## src/rtl/sprite_pkg.sv

```systemverilog
// Shared definitions for the sprite command scheduler: command word layout,
// control codes, register map, FSM states and FIFO entry format.
package sprite_pkg;

  localparam int CMD_W      = 32;
  localparam int COMP_LSB   = 26;
  localparam int COMP_W     = 6;
  localparam int CHILD_LSB  = 21;
  localparam int CHILD_W    = 5;
  localparam int CTRL_LSB   = 17;
  localparam int CTRL_W     = 4;
  localparam int DTYPE_LSB  = 14;
  localparam int DTYPE_W    = 3;
  localparam int BUFSEL_BIT = 13;
  localparam int PAYLOAD_W  = 13;

  localparam logic [CTRL_W-1:0] CTRL_UPDATE = 4'h1;
  localparam logic [CTRL_W-1:0] CTRL_FLIP   = 4'hF;

  localparam logic [1:0] ADDR_CMD    = 2'd0;
  localparam logic [1:0] ADDR_COMMIT = 2'd1;
  localparam logic [1:0] ADDR_STATUS = 2'd2;
  localparam logic [1:0] ADDR_RSVD   = 2'd3;

  typedef enum logic [1:0] {
    ST_IDLE,
    ST_ISSUE,
    ST_WAIT_VBL,
    ST_FLIP
  } sched_state_e;

  typedef struct packed {
    logic             marker;
    logic [CMD_W-1:0] word;
  } fifo_entry_t;

  function automatic logic [CMD_W-1:0] make_cmd(
    input logic [COMP_W-1:0]    comp,
    input logic [CHILD_W-1:0]   child,
    input logic [CTRL_W-1:0]    ctrl,
    input logic [DTYPE_W-1:0]   dtype,
    input logic                 bufsel,
    input logic [PAYLOAD_W-1:0] payload
  );
    logic [CMD_W-1:0] w;
    w                         = '0;
    w[COMP_LSB +: COMP_W]     = comp;
    w[CHILD_LSB +: CHILD_W]   = child;
    w[CTRL_LSB +: CTRL_W]     = ctrl;
    w[DTYPE_LSB +: DTYPE_W]   = dtype;
    w[BUFSEL_BIT]             = bufsel;
    w[PAYLOAD_W-1:0]          = payload;
    return w;
  endfunction

endpackage

```

## src/rtl/cmd_fifo.sv

```systemverilog
// Synchronous first-word-fall-through FIFO of command entries; pushes while
// full and pops while empty are ignored.
module cmd_fifo
  import sprite_pkg::*;
#(
  parameter int DEPTH = 16
) (
  input  logic                    clk,
  input  logic                    reset,
  input  logic                    push,
  input  logic                    pop,
  input  fifo_entry_t             din,
  output fifo_entry_t             head,
  output logic                    full,
  output logic                    empty,
  output logic [$clog2(DEPTH):0]  level
);

  localparam int AW    = $clog2(DEPTH);
  localparam int LVL_W = AW + 1;

  fifo_entry_t      mem_q [DEPTH];
  logic [LVL_W-1:0] wr_ptr_q, wr_ptr_d;
  logic [LVL_W-1:0] rd_ptr_q, rd_ptr_d;
  logic             push_ok, pop_ok;

  // Pointers carry one extra wrap bit so full and empty are distinguishable.
  always_comb begin
    level    = wr_ptr_q - rd_ptr_q;
    full     = (level == LVL_W'(DEPTH));
    empty    = (level == '0);
    push_ok  = push & ~full;
    pop_ok   = pop & ~empty;
    wr_ptr_d = wr_ptr_q + LVL_W'(push_ok);
    rd_ptr_d = rd_ptr_q + LVL_W'(pop_ok);
  end

  assign head = mem_q[rd_ptr_q[AW-1:0]];

  always_ff @(posedge clk or posedge reset) begin
    if (reset) begin
      wr_ptr_q <= '0;
      rd_ptr_q <= '0;
    end else begin
      wr_ptr_q <= wr_ptr_d;
      rd_ptr_q <= rd_ptr_d;
    end
  end

  always_ff @(posedge clk) begin
    if (push_ok) begin
      mem_q[wr_ptr_q[AW-1:0]] <= din;
    end
  end

endmodule

```

## src/rtl/sprite_cmd_scheduler.sv

```systemverilog
// Queues CPU sprite commands onto the shared display command bus and releases
// buffer flips only at the start of vertical blanking.
module sprite_cmd_scheduler
  import sprite_pkg::*;
#(
  parameter int         FIFO_DEPTH  = 16,
  parameter logic [9:0] VBLANK_LINE = 10'd480,
  parameter logic [9:0] FLIP_HCOUNT = 10'd0
) (
  input  logic        clk,
  input  logic        reset,
  input  logic        chipselect,
  input  logic        write,
  input  logic        read,
  input  logic [1:0]  address,
  input  logic [31:0] writedata,
  output logic [31:0] readdata,
  input  logic [9:0]  hcount,
  input  logic [9:0]  vcount,
  output logic [31:0] cmd_out,
  output logic        front_buf
);

  // state     | meaning
  // IDLE      | nothing to issue
  // ISSUE     | update word on cmd_out this cycle
  // WAIT_VBL  | commit marker at head, holding until vblank
  // FLIP      | flip word on cmd_out this cycle

  localparam int LVL_W = $clog2(FIFO_DEPTH) + 1;

  sched_state_e     state_q, state_d;
  logic [31:0]      cmd_q, cmd_d;
  logic             front_buf_q, front_buf_d;
  logic [15:0]      frame_cnt_q, frame_cnt_d;
  logic             flipped_q, flipped_d;
  logic             ovf_q, ovf_d;

  fifo_entry_t      push_entry, head;
  logic             push, pop, full, empty;
  logic [LVL_W-1:0] level;
  logic             ovf_clr, vbl_hit, flip_now;
  logic             unused_read;

  assign unused_read = read;

  cmd_fifo #(.DEPTH(FIFO_DEPTH)) u_fifo (
    .clk   (clk),
    .reset (reset),
    .push  (push),
    .pop   (pop),
    .din   (push_entry),
    .head  (head),
    .full  (full),
    .empty (empty),
    .level (level)
  );

  always_comb begin
    push       = 1'b0;
    push_entry = '0;
    ovf_clr    = 1'b0;
    if (chipselect && write) begin
      case (address)
        ADDR_CMD: begin
          push            = 1'b1;
          push_entry.word = writedata;
        end
        ADDR_COMMIT: begin
          push              = 1'b1;
          push_entry.marker = 1'b1;
        end
        ADDR_STATUS: ovf_clr = writedata[0];
        ADDR_RSVD:   ;
      endcase
    end
  end

  assign vbl_hit = (vcount == VBLANK_LINE) && (hcount == FLIP_HCOUNT) && !flipped_q;

  // ISSUE and FLIP fall through to the IDLE rules so words can stream back-to-back.
  always_comb begin
    state_d     = state_q;
    cmd_d       = '0;
    pop         = 1'b0;
    front_buf_d = front_buf_q;
    frame_cnt_d = frame_cnt_q;
    flip_now    = 1'b0;
    case (state_q)
      ST_WAIT_VBL: begin
        if (vbl_hit) begin
          state_d     = ST_FLIP;
          cmd_d       = make_cmd('0, '0, CTRL_FLIP, '0, ~front_buf_q, '0);
          pop         = 1'b1;
          front_buf_d = ~front_buf_q;
          frame_cnt_d = frame_cnt_q + 16'd1;
          flip_now    = 1'b1;
        end
      end
      default: begin
        if (empty) begin
          state_d = ST_IDLE;
        end else if (head.marker) begin
          state_d = ST_WAIT_VBL;
        end else begin
          state_d           = ST_ISSUE;
          cmd_d             = head.word;
          cmd_d[BUFSEL_BIT] = ~front_buf_q;
          pop               = 1'b1;
        end
      end
    endcase
  end

  always_comb begin
    flipped_d = (vcount != VBLANK_LINE) ? 1'b0 : (flipped_q | flip_now);
    ovf_d     = ovf_q;
    if (ovf_clr) ovf_d = 1'b0;
    if (push && full) ovf_d = 1'b1;
  end

  always_ff @(posedge clk or posedge reset) begin
    if (reset) begin
      state_q     <= ST_IDLE;
      cmd_q       <= '0;
      front_buf_q <= 1'b0;
      frame_cnt_q <= '0;
      flipped_q   <= 1'b0;
      ovf_q       <= 1'b0;
    end else begin
      state_q     <= state_d;
      cmd_q       <= cmd_d;
      front_buf_q <= front_buf_d;
      frame_cnt_q <= frame_cnt_d;
      flipped_q   <= flipped_d;
      ovf_q       <= ovf_d;
    end
  end

  assign cmd_out   = cmd_q;
  assign front_buf = front_buf_q;
  assign readdata  = {frame_cnt_q, 7'b0, ovf_q, front_buf_q, 7'(level)};

endmodule

```

## config.mk

```make
export PLATFORM = sky130hd
export DESIGN_NAME = sprite_cmd_scheduler
export DESIGN_NICKNAME = d
export VERILOG_FILES = /design/src/rtl/sprite_pkg.sv /design/src/rtl/cmd_fifo.sv /design/src/rtl/sprite_cmd_scheduler.sv
export SDC_FILE = /design/constraint.sdc
export NUM_CORES = 1
export LEC_CHECK = 0
export BUFFER_PORTS_ARGS = -buffer_cell sky130_fd_sc_hd__buf_4
export CORE_MARGIN = 1
export CORE_UTILIZATION = 45
export CTS_CLUSTER_SIZE = 10
export DETAILED_ROUTE_END_ITERATION = 6
export GPL_TIMING_DRIVEN = 0
export PLACE_DENSITY = 0.6
export SLEW_MARGIN = 5
export SYNTH_ARGS = -nofsm -noshare
export SYNTH_HDL_FRONTEND = slang
export SYNTH_HIERARCHICAL = 1
export SYNTH_SLANG_ARGS = --single-unit
```

## constraint.sdc

```tcl
create_clock -name clk -period 4.47 [get_ports clk]
set_input_delay 0.2235 -clock clk [delete_from_list [all_inputs] [get_ports clk]]
set_output_delay 0.2235 -clock clk [all_outputs]
set_load 0.02 [all_outputs]
```

==> results.json <==
{
  "outcome": "complete, no violations",
  "fin_nets": 1383,
  "use_met3": 0.0398,
  "cts.htree.levels": 3,
  "clockRootBuffer": "clkbuf_16",
  "syn-instance-count": 1095,
  "rsz0062_at_grt": "false",
  "die_w_um": 226,
  "avgSynthCellArea_um2": 20.6,
  "num_vias": 11436,
  "p_switching_mw": 4.91,
  "fmax_mhz": 244,
  "worst_slew_pin_slew_ns": 1.03,
  "overflow": 0,
  "numCtsBuffers": 68,
  "clk_path_buf_depth": 3,
  "hpwl_mm": 32.9,
  "syn_to_final_growth_pct": 20.4,
  "die_y_um": 226,
  "cap_violations": 0,
  "start_util": 0.459,
  "p_leak_nw": 9.62,
  "hold_viol_final": 0,
  "peakVddDrop_uv": 285,
  "fin_worst_skew_ns": 0.0261,
  "crit_arrival_ns": 4.58,
  "syn-cell-area_um2": 22600,
  "cp_max_fo": 10,
  "clk_pin_slew_ns": 0.06,
  "clock_latency_ns": 0.59,
  "fillerInstances": 3729,
  "antenna_found_initial": 0,
  "dpl_cell_area_um2": 25000,
  "antenna_left": 0,
  "n_antenna_cell": 0,
  "port_buffers": 112,
  "startpoint_type": "register",
  "dieArea_um2": 51000,
  "grt_usage": 0.212,
  "power_frac_seq": 0.384,
  "period_minus_slack_ns": 4.11,
  "grt_use_met2": 0.331,
  "io_pins": 124,
  "crit_type": "reg2reg",
  "wire_per_inst_um": 25.8,
  "coreArea_um2": 49200,
  "setup_tns_ns": 0,
  "drc": 0,
  "place_congestion": 0.755,
  "firstDrtPassIters": 5,
  "hold_path_class": "in2reg",
  "setup-violations-final": 0,
  "critical_path_required_ns": 4.94,
  "swShare": 0.307,
  "met1_usage": 0.303,
  "drv_slew": 0,
  "viasPerCell": 5.64,
  "end_kind": "register",
  "grt_first_pass_wirelength_mm": 76.3,
  "grt_pass1_vias": 11461,
  "grt_start_max_net_pins": 42,
  "cts_sinks": 575,
  "yosysWarnings": 6,
  "std_cell_rows": 81,
  "period_share": 0.918,
  "drt_iter0_markers": 1088,
  "pwr-share-comb": 0.300,
  "cts_tree": "done",
  "worst_slew_margin_rel": 0.305,
  "wl_mm": 52.3,
  "powerDensity_nw_per_um2": 590,
  "fin_area_um2": 27200,
  "p_int_mw": 11.1,
  "busiest_layer": "met2",
  "p_clk_frac": 0.316,
  "drive_gt1_frac": 0.282
}
[area by class of cell]
cell class | instances | area, um2 | share of cell area
sequential | 575 | 17000 | 0.624
multi-input combinational | 452 | 5330 | 0.196
clock buffer | 119 | 2020 | 0.0743
timing repair buffer | 142 | 1520 | 0.0558
tap | 664 | 831 | 0.0306
buffer | 63 | 453 | 0.0167
inverter | 12 | 47.5 | 0.00175
clock inverter | 2 | 10.0 | 0.000369
[power groups by stage]
stage / clock [mW] / sequential, mW / combinational (mW)
floorplan: 0 / 6.32 / 3.00
global placement: 0 / 6.27 / 4.52
detailed placement: 0 / 6.26 / 4.82
CTS: 5.17 / 6.16 / 4.85
global route: 5.38 / 6.18 / 5.10
finish: 5.06 / 6.16 / 4.81
[path summary, 6_finish.rpt]
| kind | from | to | slack [ns] | depth (start not counted) |
|---|---|---|---|---|
| max in group asynchronous | reset | cmd_out[8]$_DFF_PP0_ | 3.73 | 4 |
| min in group asynchronous | reset | cmd_out[21]$_DFF_PP0_ | 0.20 | 3 |
| worst min-delay path | vcount[8] | frame_cnt_q[14]$_DFFE_PP0P_ | 0.11 | 4 |
| worst max register to register | u_fifo/wr_ptr_q[0]$_DFF_PP0_ | u_fifo/rd_ptr_q[4]$_DFF_PP0_ | 0.36 | 15 |
| worst max-delay path | u_fifo/wr_ptr_q[0]$_DFF_PP0_ | u_fifo/rd_ptr_q[4]$_DFF_PP0_ | 0.36 | 15 |
| worst min register to register | frame_cnt_q[15]$_DFFE_PP0P_ | frame_cnt_q[15]$_DFFE_PP0P_ | 0.47 | 1 |
[cell usage in the layout, fill, tap and decap left out, types with 29 or more instances in the layout]
master       n
nand2_1     61
a22oi_1     64
mux4_1      29
dfrtp_1     63
buf_4      124
mux4_2      99
clkbuf_16   73
clkbuf_1    74
edfxtp_1   512
and2_1      60
[per-stage QoR]
stage	util	power, mW	cells	hold slack [ns]	setup slack, ns
after global placement	0.494	10.8	1879	0.274	-2.58
after global routing	0.553	16.7	2029	0.142	0.146
after floorplan	-	9.31	1103	0.0637	0.347
final	0.553	16.0	2029	0.115	0.365
after CTS	0.553	16.2	2029	0.0885	0.376
after detailed placement	0.509	11.1	1903	0.243	-0.354
[critical path: stages, from the launching register on]
cell	delay, ns
dfrtp_1	0.41
inv_1	0.10
ha_1	0.23
fa_1	0.40
nand2b_1	0.16
a21oi_1	0.15
xnor2_1	0.21
clkbuf_2	0.52
a21oi_1	0.14
nor3_2	0.62
or2_2	0.22
o41a_1	0.16
ha_1	0.21
ha_1	0.21
nand2_1	0.07
xnor2_1	0.15
[layer usage]
metal  share of wire  routed length, um  vias up
met2            0.47              24700      410
met5               0                  0        -
met3           0.065               3420       75
met4           0.020               1040        0
met1            0.44              23200     6052
li1                -                  -     4899
[registers in the layout, summed over array words and instances, names as in the netlist]
signal           flops
ovf_q                1
front_buf            1
state_q              2
u_fifo/wr_ptr_q      5
flipped_q            1
u_fifo/mem_q       512
u_fifo/rd_ptr_q      5
frame_cnt_q         16
cmd_out             32
[repair_timing]
| item | in CTS | in global routing |
|---|---|---|
| setup buffers | 3 | 0 |
| setup endpoints to repair | 184 | 0 |
| gates resized for setup | 2 | 0 |
| hold buffers | 3 | 0 |
| hold endpoints to repair | 64 | 0 |
Note: power is estimated with default switching activity, not from simulation.
